### src/rtl/pipe_pkg.sv
// Shared encodings for the writeback stage: FSM states, result-select codes
// and RV32 load funct3 values, plus small load-geometry helpers.
package pipe_pkg;

  typedef enum logic [2:0] {
    ST_IDLE    = 3'd0,
    ST_LOAD_LO = 3'd1,
    ST_LOAD_HI = 3'd2,
    ST_WRITE   = 3'd3,
    ST_FAULT   = 3'd4
  } state_e;

  typedef enum logic [1:0] {
    RSEL_ALU  = 2'd0,
    RSEL_LOAD = 2'd1,
    RSEL_CSR  = 2'd2,
    RSEL_NONE = 2'd3
  } rsel_e;

  localparam logic [2:0] F3_LB  = 3'b000;
  localparam logic [2:0] F3_LH  = 3'b001;
  localparam logic [2:0] F3_LW  = 3'b010;
  localparam logic [2:0] F3_LBU = 3'b100;
  localparam logic [2:0] F3_LHU = 3'b101;

  function automatic logic f3_valid(input logic [2:0] f3);
    return (f3 == F3_LB) || (f3 == F3_LH) || (f3 == F3_LW) ||
           (f3 == F3_LBU) || (f3 == F3_LHU);
  endfunction

  // Access size in bytes from the low funct3 bits (B/H/W).
  function automatic logic [2:0] load_span(input logic [1:0] size);
    case (size)
      2'b00:   return 3'd1;
      2'b01:   return 3'd2;
      default: return 3'd4;
    endcase
  endfunction

  function automatic logic crosses_word(input logic [1:0] offset, input logic [1:0] size);
    return ({1'b0, offset} + load_span(size)) > 3'd4;
  endfunction

endpackage

### src/rtl/load_align.sv
// Combinational load formatter: picks the addressed bytes out of the
// {high,low} word pair and sign- or zero-extends them to XLEN.
module load_align
  import pipe_pkg::*;
#(
  parameter int XLEN = 32
) (
  input  logic [XLEN-1:0] lo_word_i,
  input  logic [XLEN-1:0] hi_word_i,
  input  logic [1:0]      offset_i,
  input  logic [2:0]      funct3_i,
  output logic [XLEN-1:0] data_o
);

  logic [63:0] cat;
  logic [31:0] sel;

  assign cat = {hi_word_i[31:0], lo_word_i[31:0]};
  assign sel = cat[{1'b0, offset_i, 3'b000} +: 32];

  always_comb begin
    data_o = XLEN'(sel);
    case (funct3_i)
      F3_LB:   data_o = {{(XLEN-8){sel[7]}}, sel[7:0]};
      F3_LH:   data_o = {{(XLEN-16){sel[15]}}, sel[15:0]};
      F3_LBU:  data_o = XLEN'(sel[7:0]);
      F3_LHU:  data_o = XLEN'(sel[15:0]);
      default: data_o = XLEN'(sel);
    endcase
  end

endmodule

### src/rtl/pipe_writeback.sv
// Writeback stage: commits ALU/CSR results directly and performs (possibly
// split) loads with an acknowledge timeout before writing the register file.
//
// state      | meaning
// -----------+-----------------------------------------------------------
// ST_IDLE    | ready for an instruction
// ST_LOAD_LO | requesting the word holding the first load byte
// ST_LOAD_HI | requesting the following word for a word-crossing load
// ST_WRITE   | one-cycle register file write of the captured result
// ST_FAULT   | one-cycle loadFault pulse, no write
module pipe_writeback
  import pipe_pkg::*;
#(
  parameter int XLEN             = 32,
  parameter int REG_ADDR_WIDTH   = 5,
  parameter int TIMEOUT_CYCLES   = 255,
  parameter bit ALLOW_MISALIGNED = 1
) (
  input  logic                      clk,
  input  logic                      rst,
  input  logic                      stageValid,
  output logic                      stageReady,
  input  logic [1:0]                resultSelect,
  input  logic [2:0]                loadFunct3,
  input  logic [XLEN-1:0]           address,
  input  logic [XLEN-1:0]           aluResult,
  input  logic [XLEN-1:0]           csrData,
  input  logic [REG_ADDR_WIDTH-1:0] rdIndex,
  output logic                      memReq,
  output logic [XLEN-1:0]           memAddr,
  input  logic                      memAck,
  input  logic [XLEN-1:0]           memData,
  output logic                      registerWriteEnable,
  output logic [REG_ADDR_WIDTH-1:0] registerWriteAddress,
  output logic [XLEN-1:0]           registerWriteData,
  output logic                      loadFault
);

  localparam int CNT_W = (TIMEOUT_CYCLES > 1) ? $clog2(TIMEOUT_CYCLES + 1) : 1;
  localparam logic [CNT_W-1:0] CNT_LAST = CNT_W'(TIMEOUT_CYCLES - 1);

  state_e                    state_q, state_d;
  logic [2:0]                funct3_q, funct3_d;
  logic [XLEN-1:0]           addr_q, addr_d;
  logic [XLEN-1:0]           data_q, data_d;
  logic [XLEN-1:0]           lo_q, lo_d;
  logic [REG_ADDR_WIDTH-1:0] rd_q, rd_d;
  logic [CNT_W-1:0]          cnt_q, cnt_d;
  logic [REG_ADDR_WIDTH-1:0] last_addr_q, last_addr_d;
  logic [XLEN-1:0]           last_data_q, last_data_d;

  logic [XLEN-1:0] word_addr;
  logic [XLEN-1:0] align_lo;
  logic [XLEN-1:0] align_data;
  logic            in_cross;
  logic            q_cross;
  logic            we;

  assign word_addr = {addr_q[XLEN-1:2], 2'b00};
  assign in_cross  = crosses_word(address[1:0], loadFunct3[1:0]);
  assign q_cross   = crosses_word(addr_q[1:0], funct3_q[1:0]);

  // In LOAD_LO the low word is still on the bus; in LOAD_HI it was latched.
  assign align_lo = (state_q == ST_LOAD_LO) ? memData : lo_q;

  load_align #(.XLEN(XLEN)) u_load_align (
    .lo_word_i (align_lo),
    .hi_word_i (memData),
    .offset_i  (addr_q[1:0]),
    .funct3_i  (funct3_q),
    .data_o    (align_data)
  );

  always_comb begin
    state_d     = state_q;
    funct3_d    = funct3_q;
    addr_d      = addr_q;
    data_d      = data_q;
    lo_d        = lo_q;
    rd_d        = rd_q;
    cnt_d       = cnt_q;
    last_addr_d = last_addr_q;
    last_data_d = last_data_q;
    stageReady  = 1'b0;
    memReq      = 1'b0;
    memAddr     = '0;
    loadFault   = 1'b0;
    we          = 1'b0;

    case (state_q)
      ST_IDLE: begin
        stageReady = 1'b1;
        if (stageValid) begin
          cnt_d = '0;
          case (rsel_e'(resultSelect))
            RSEL_ALU: begin
              data_d  = aluResult;
              rd_d    = rdIndex;
              state_d = ST_WRITE;
            end
            RSEL_CSR: begin
              data_d  = csrData;
              rd_d    = rdIndex;
              state_d = ST_WRITE;
            end
            RSEL_LOAD: begin
              funct3_d = loadFunct3;
              addr_d   = address;
              rd_d     = rdIndex;
              if (!f3_valid(loadFunct3) || (in_cross && !ALLOW_MISALIGNED))
                state_d = ST_FAULT;
              else
                state_d = ST_LOAD_LO;
            end
            default: state_d = ST_IDLE;
          endcase
        end
      end

      ST_LOAD_LO: begin
        memReq  = 1'b1;
        memAddr = word_addr;
        if (memAck) begin
          lo_d  = memData;
          cnt_d = '0;
          if (q_cross) begin
            state_d = ST_LOAD_HI;
          end else begin
            data_d  = align_data;
            state_d = ST_WRITE;
          end
        end else if (cnt_q == CNT_LAST) begin
          state_d = ST_FAULT;
        end else begin
          cnt_d = cnt_q + CNT_W'(1);
        end
      end

      ST_LOAD_HI: begin
        memReq  = 1'b1;
        memAddr = word_addr + XLEN'(4);
        if (memAck) begin
          data_d  = align_data;
          state_d = ST_WRITE;
        end else if (cnt_q == CNT_LAST) begin
          state_d = ST_FAULT;
        end else begin
          cnt_d = cnt_q + CNT_W'(1);
        end
      end

      ST_WRITE: begin
        if (rd_q != '0) begin
          we          = 1'b1;
          last_addr_d = rd_q;
          last_data_d = data_q;
        end
        state_d = ST_IDLE;
      end

      ST_FAULT: begin
        loadFault = 1'b1;
        state_d   = ST_IDLE;
      end

      default: state_d = ST_IDLE;
    endcase
  end

  // Write port shows the live write, otherwise holds the last committed one.
  assign registerWriteEnable  = we;
  assign registerWriteAddress = we ? rd_q   : last_addr_q;
  assign registerWriteData    = we ? data_q : last_data_q;

  always_ff @(posedge clk) begin
    if (rst) begin
      state_q     <= ST_IDLE;
      funct3_q    <= '0;
      addr_q      <= '0;
      data_q      <= '0;
      lo_q        <= '0;
      rd_q        <= '0;
      cnt_q       <= '0;
      last_addr_q <= '0;
      last_data_q <= '0;
    end else begin
      state_q     <= state_d;
      funct3_q    <= funct3_d;
      addr_q      <= addr_d;
      data_q      <= data_d;
      lo_q        <= lo_d;
      rd_q        <= rd_d;
      cnt_q       <= cnt_d;
      last_addr_q <= last_addr_d;
      last_data_q <= last_data_d;
    end
  end

endmodule

### config.mk
export PLATFORM = sky130hd
export DESIGN_NAME = pipe_writeback
export DESIGN_NICKNAME = d
export VERILOG_FILES = /design/src/rtl/pipe_pkg.sv /design/src/rtl/load_align.sv /design/src/rtl/pipe_writeback.sv
export SDC_FILE = /design/constraint.sdc
export NUM_CORES = 1
export LEC_CHECK = 0
export ABC_CLOCK_PERIOD_IN_PS = 5100
export BUFFER_PORTS_ARGS = -buffer_cell sky130_fd_sc_hd__buf_2
export CAP_MARGIN = 30
export CORE_MARGIN = 4
export CORE_UTILIZATION = 50
export DETAILED_ROUTE_END_ITERATION = 10
export PLACE_DENSITY_LB_ADDON = 0.12
export SLEW_MARGIN = 20
export SYNTH_ARGS = -nofsm -noshare
export SYNTH_HDL_FRONTEND = slang
export SYNTH_HIERARCHICAL = 1
export SYNTH_SLANG_ARGS = --single-unit
export TNS_END_PERCENT = 10
### constraint.sdc
create_clock -name clk -period 5.1 [get_ports clk]
set_input_delay 0.51 -clock clk [delete_from_list [all_inputs] [get_ports clk]]
set_output_delay 0.51 -clock clk [all_outputs]
set_load 0.01 [all_outputs]
==> flow_summary_export.csv <==
group,metric,value,unit
setup_path,required,4590,ps
placed_design,dp_hpwl,18200,um
global_routing,first_global_vias,7812,
yosys,mappedNetlistArea,0.00896,mm2
timing,hold_viol_final,0,
yosys,synth_simple_gate_area_share,22.4,%
min_path,min_delay_worst_endpoint,"addr_q[5]",
finish,nets,1438,
yosys,postSynthAreaPerCell,7.94,um2
die,die_h,142,um
route,drt_iter0_markers,731,
yosys,synthCells,1128,
setup_path,r2r_cells,10,
timing,rsz0062_at_grt,"no",
route,drc_errors,0,
timing,fin_crit,3590,ps
yosys,synthMuxAreaShare,20.7,%
global_routing,track_usage,25.0,%
pwr,cellPowerDensity,314,mW/mm2
route,vias,8653,
setup_path,r2r-end,"data_q[22]",
min_path,hold_start,"address[5]",
timing,fin_crit_sh,70.4,%
clocking,post_cts_buffers,0,
timing,timing.slew.headroom,36.7,%
finish,layout-drive-gt1-share,26.6,%
placed_design,dp.cells,1495,
yosys,synth_top_family_by_area,"simple AND/OR/NAND/NOR gates",
yosys,synth_xor_area_share,0.782,%
clocking,clockBufferDepth,2,
timing,fmax,279,MHz
global_routing,grt_max_degree,76,
setup_path,cp_max_fo,30,
timing,fin_ws,1510,ps
timing,finalMaxSlewViolations,0,
global_routing,grt_overflow,0,
clocking,cts_sinks,152,
setup_path,r2r_start,"state_q[0]",
setup_path,startpoint_type,"flop",
placed_design,port_buffers,212,
die,fp-row-count,48,
route,ant_nets,0,
placed_design,dpl-instance-area,0.0101,mm2
clocking,hold_buffers,0,
die,core,0.0174,mm2
placed_design,pre_cts_slack,1790,ps
setup_path,endpoint_kind,"output port",
yosys,async_flop_share,0,%
yosys,synthDistinctLibCells,58,
yosys,yosys.area_share.adder,0.782,%
pwr,peakVddDrop,0.261,mV
finish,fin_area,0.0108,mm2
setup_path,r2r_slack,1740,ps
clocking,clk_latency,430,ps
global_routing,antenna_found_initial,2,
timing,finalSetupViolations,0,
timing,tightestPinTransition,948,ps
route,wl_per_cell,16.8,um
route,vias_per_cell,5.66,
yosys,synth_seq_cells,152,
die,io_pins,215,
route,first_pass_iters,5,
yosys,synth_ff_type,"dfxtp_1",
clocking,clkTransAtPathRegs,70,ps
die,dieWidth,142,um
setup_path,path_class,"flop to output port",
min_path,hold_depth,3,
run_status,outcome,"finished clean",
die,die_area,0.0201,mm2
global_routing,grt_pass1_wl,40900,um
yosys,synth-compound-area-share,16.0,%
finish,layout.cells.non_filler,1530,
min_path,hold_class,"primary input to flop",
clocking,cts_tree,"done",
setup_path,crit_arrival,3080,ps
clocking,cts.repair.resized,0,
yosys,synth-edff-count,0,
route,routed_wl,25600,um
run,maxCapViolations,0,
yosys,yosysSeqAreaShare,34.0,%
clocking,clockRootBuffer,"clkbuf_16",
clocking,ctsHtreeMaxLevel,4,
timing,tns,0,ps
clocking,cts_buffers,17,
die,initial_core_util,51.4,%
timing,fin_skew,8.80,ps
pwr,leakagePower,4.59,nW
placed_design,place.gp.congestion,0.854,
yosys,yosys_warnings,6,
finish,syn_to_final_growth,20.0,%
## how the worst max path moves through the flow
stage | from | endpoint | slack, ps | cells after the start
after floorplan | state_q[2] | data_q[29] | 2460 | 14
after global placement | state_q[0] | data_q[22] | 1860 | 10
after detailed placement | state_q[0] | data_q[22] | 1790 | 10
after CTS | state_q[1] | memReq | 1530 | 4
after global routing | state_q[1] | memReq | 1330 | 4
final | state_q[1] | memReq | 1510 | 4
## per-layer routing
metal  share of wire, %  routed length (um)  up-vias  GRT usage, %
li1                   -                   -     4236             -
met3                9.4                2420       23          6.07
met1                 46               11800     4010          37.4
met2                 43               11100      382          36.2
met5              0.047                  12        -             0
met4               0.97                 248        2          5.96
## placed cells by master (no fill, tap or decap), drive strengths merged, types with 6 or more instances in the layout
master | Yosys | layout
mux4 | 34 | 34
o21ai | 139 | 139
nor2 | 59 | 59
nor3 | 11 | 11
mux2 | 33 | 33
a21oi | 87 | 87
nand4 | 9 | 9
mux2i | 70 | 70
o31ai | 6 | 6
nand2 | 301 | 301
a31oi | 6 | 6
clkbuf | 59 | 19
dfxtp | 152 | 152
nand3 | 21 | 21
inv | 10 | 13
nor2b | 38 | 38
buf | 33 | 235
## layout make-up
cell class                 instances  area [um2]
clock buffer                      19         453
sequential                       152        3040
tap                              225         282
antenna                            1        2.50
timing repair buffer             235        1290
multi-input combinational        875        5480
inverter                          10        37.5
clock inverter                    13         168
fill                            1580        6670
## stage by stage
step           power [mW]  util (%)  hold WS [ps]
3_3_place_gp         2.05      57.6           442
5_1_grt              3.53      61.7           309
2_1_floorplan        1.85         -           437
4_1_cts              3.39      61.5           302
3_5_place_dp         2.07      58.0           449
6_report             3.38      61.7           314
## critical path: stages (launching register included)
cell     delay, ps
dfxtp_1        670
or3b_1         630
buf_4          470
nand2_1        550
buf_2          330
## sequential cells by signal, summed over array words and instances (netlist names)
register and cells:
funct3_q 3, rd_q 5, data_q 32, last_addr_q 5, last_data_q 32, addr_q 32, cnt_q 8, state_q 3
lo_q 32
## Yosys cell counts, types with 4 or more instances
cell | count | area [um2]
nand2_1 | 301 | 1130
dfxtp_1 | 152 | 3040
o21ai_0 | 124 | 621
a21oi_1 | 86 | 430
mux2i_1 | 69 | 691
clkbuf_1 | 59 | 221
nor2_1 | 59 | 221
nor2b_1 | 38 | 238
mux4_2 | 33 | 743
mux2_2 | 32 | 360
nand3_1 | 21 | 105
buf_2 | 16 | 80.1
o21ai_1 | 14 | 70.1
inv_1 | 10 | 37.5
nand4_1 | 9 | 56.3
nor3_1 | 9 | 45.0
buf_4 | 8 | 60.1
a31oi_1 | 6 | 37.5
buf_6 | 6 | 67.6
o31ai_1 | 6 | 45.0
a21o_1 | 5 | 37.5
xor2_1 | 5 | 43.8
a22o_1 | 4 | 35.0
ha_1 | 4 | 50.1
or3_1 | 4 | 25.0
## logic make-up (layout without fill, tap and decap cells)
family / count (synthesis) / in the layout
compound gates: 261 / 261
xor+xnor: 8 / 8
fa+ha+maj: 5 / 5
buf+inv: 102 / 277
flops: 152 / 152
mux: 137 / 137
other cells: 1 / 3
simple gates: 462 / 462
## power breakdown
part           total (mW)  leakage [nW]  switching, mW  internal (mW)
combinational       0.727          3.05          0.427          0.300
sequential           1.32          1.23         0.0617           1.26
clock                1.33         0.300          0.527          0.801
total                3.38          4.59           1.02           2.36
No activity file was read; power rests on OpenSTA's default activity.
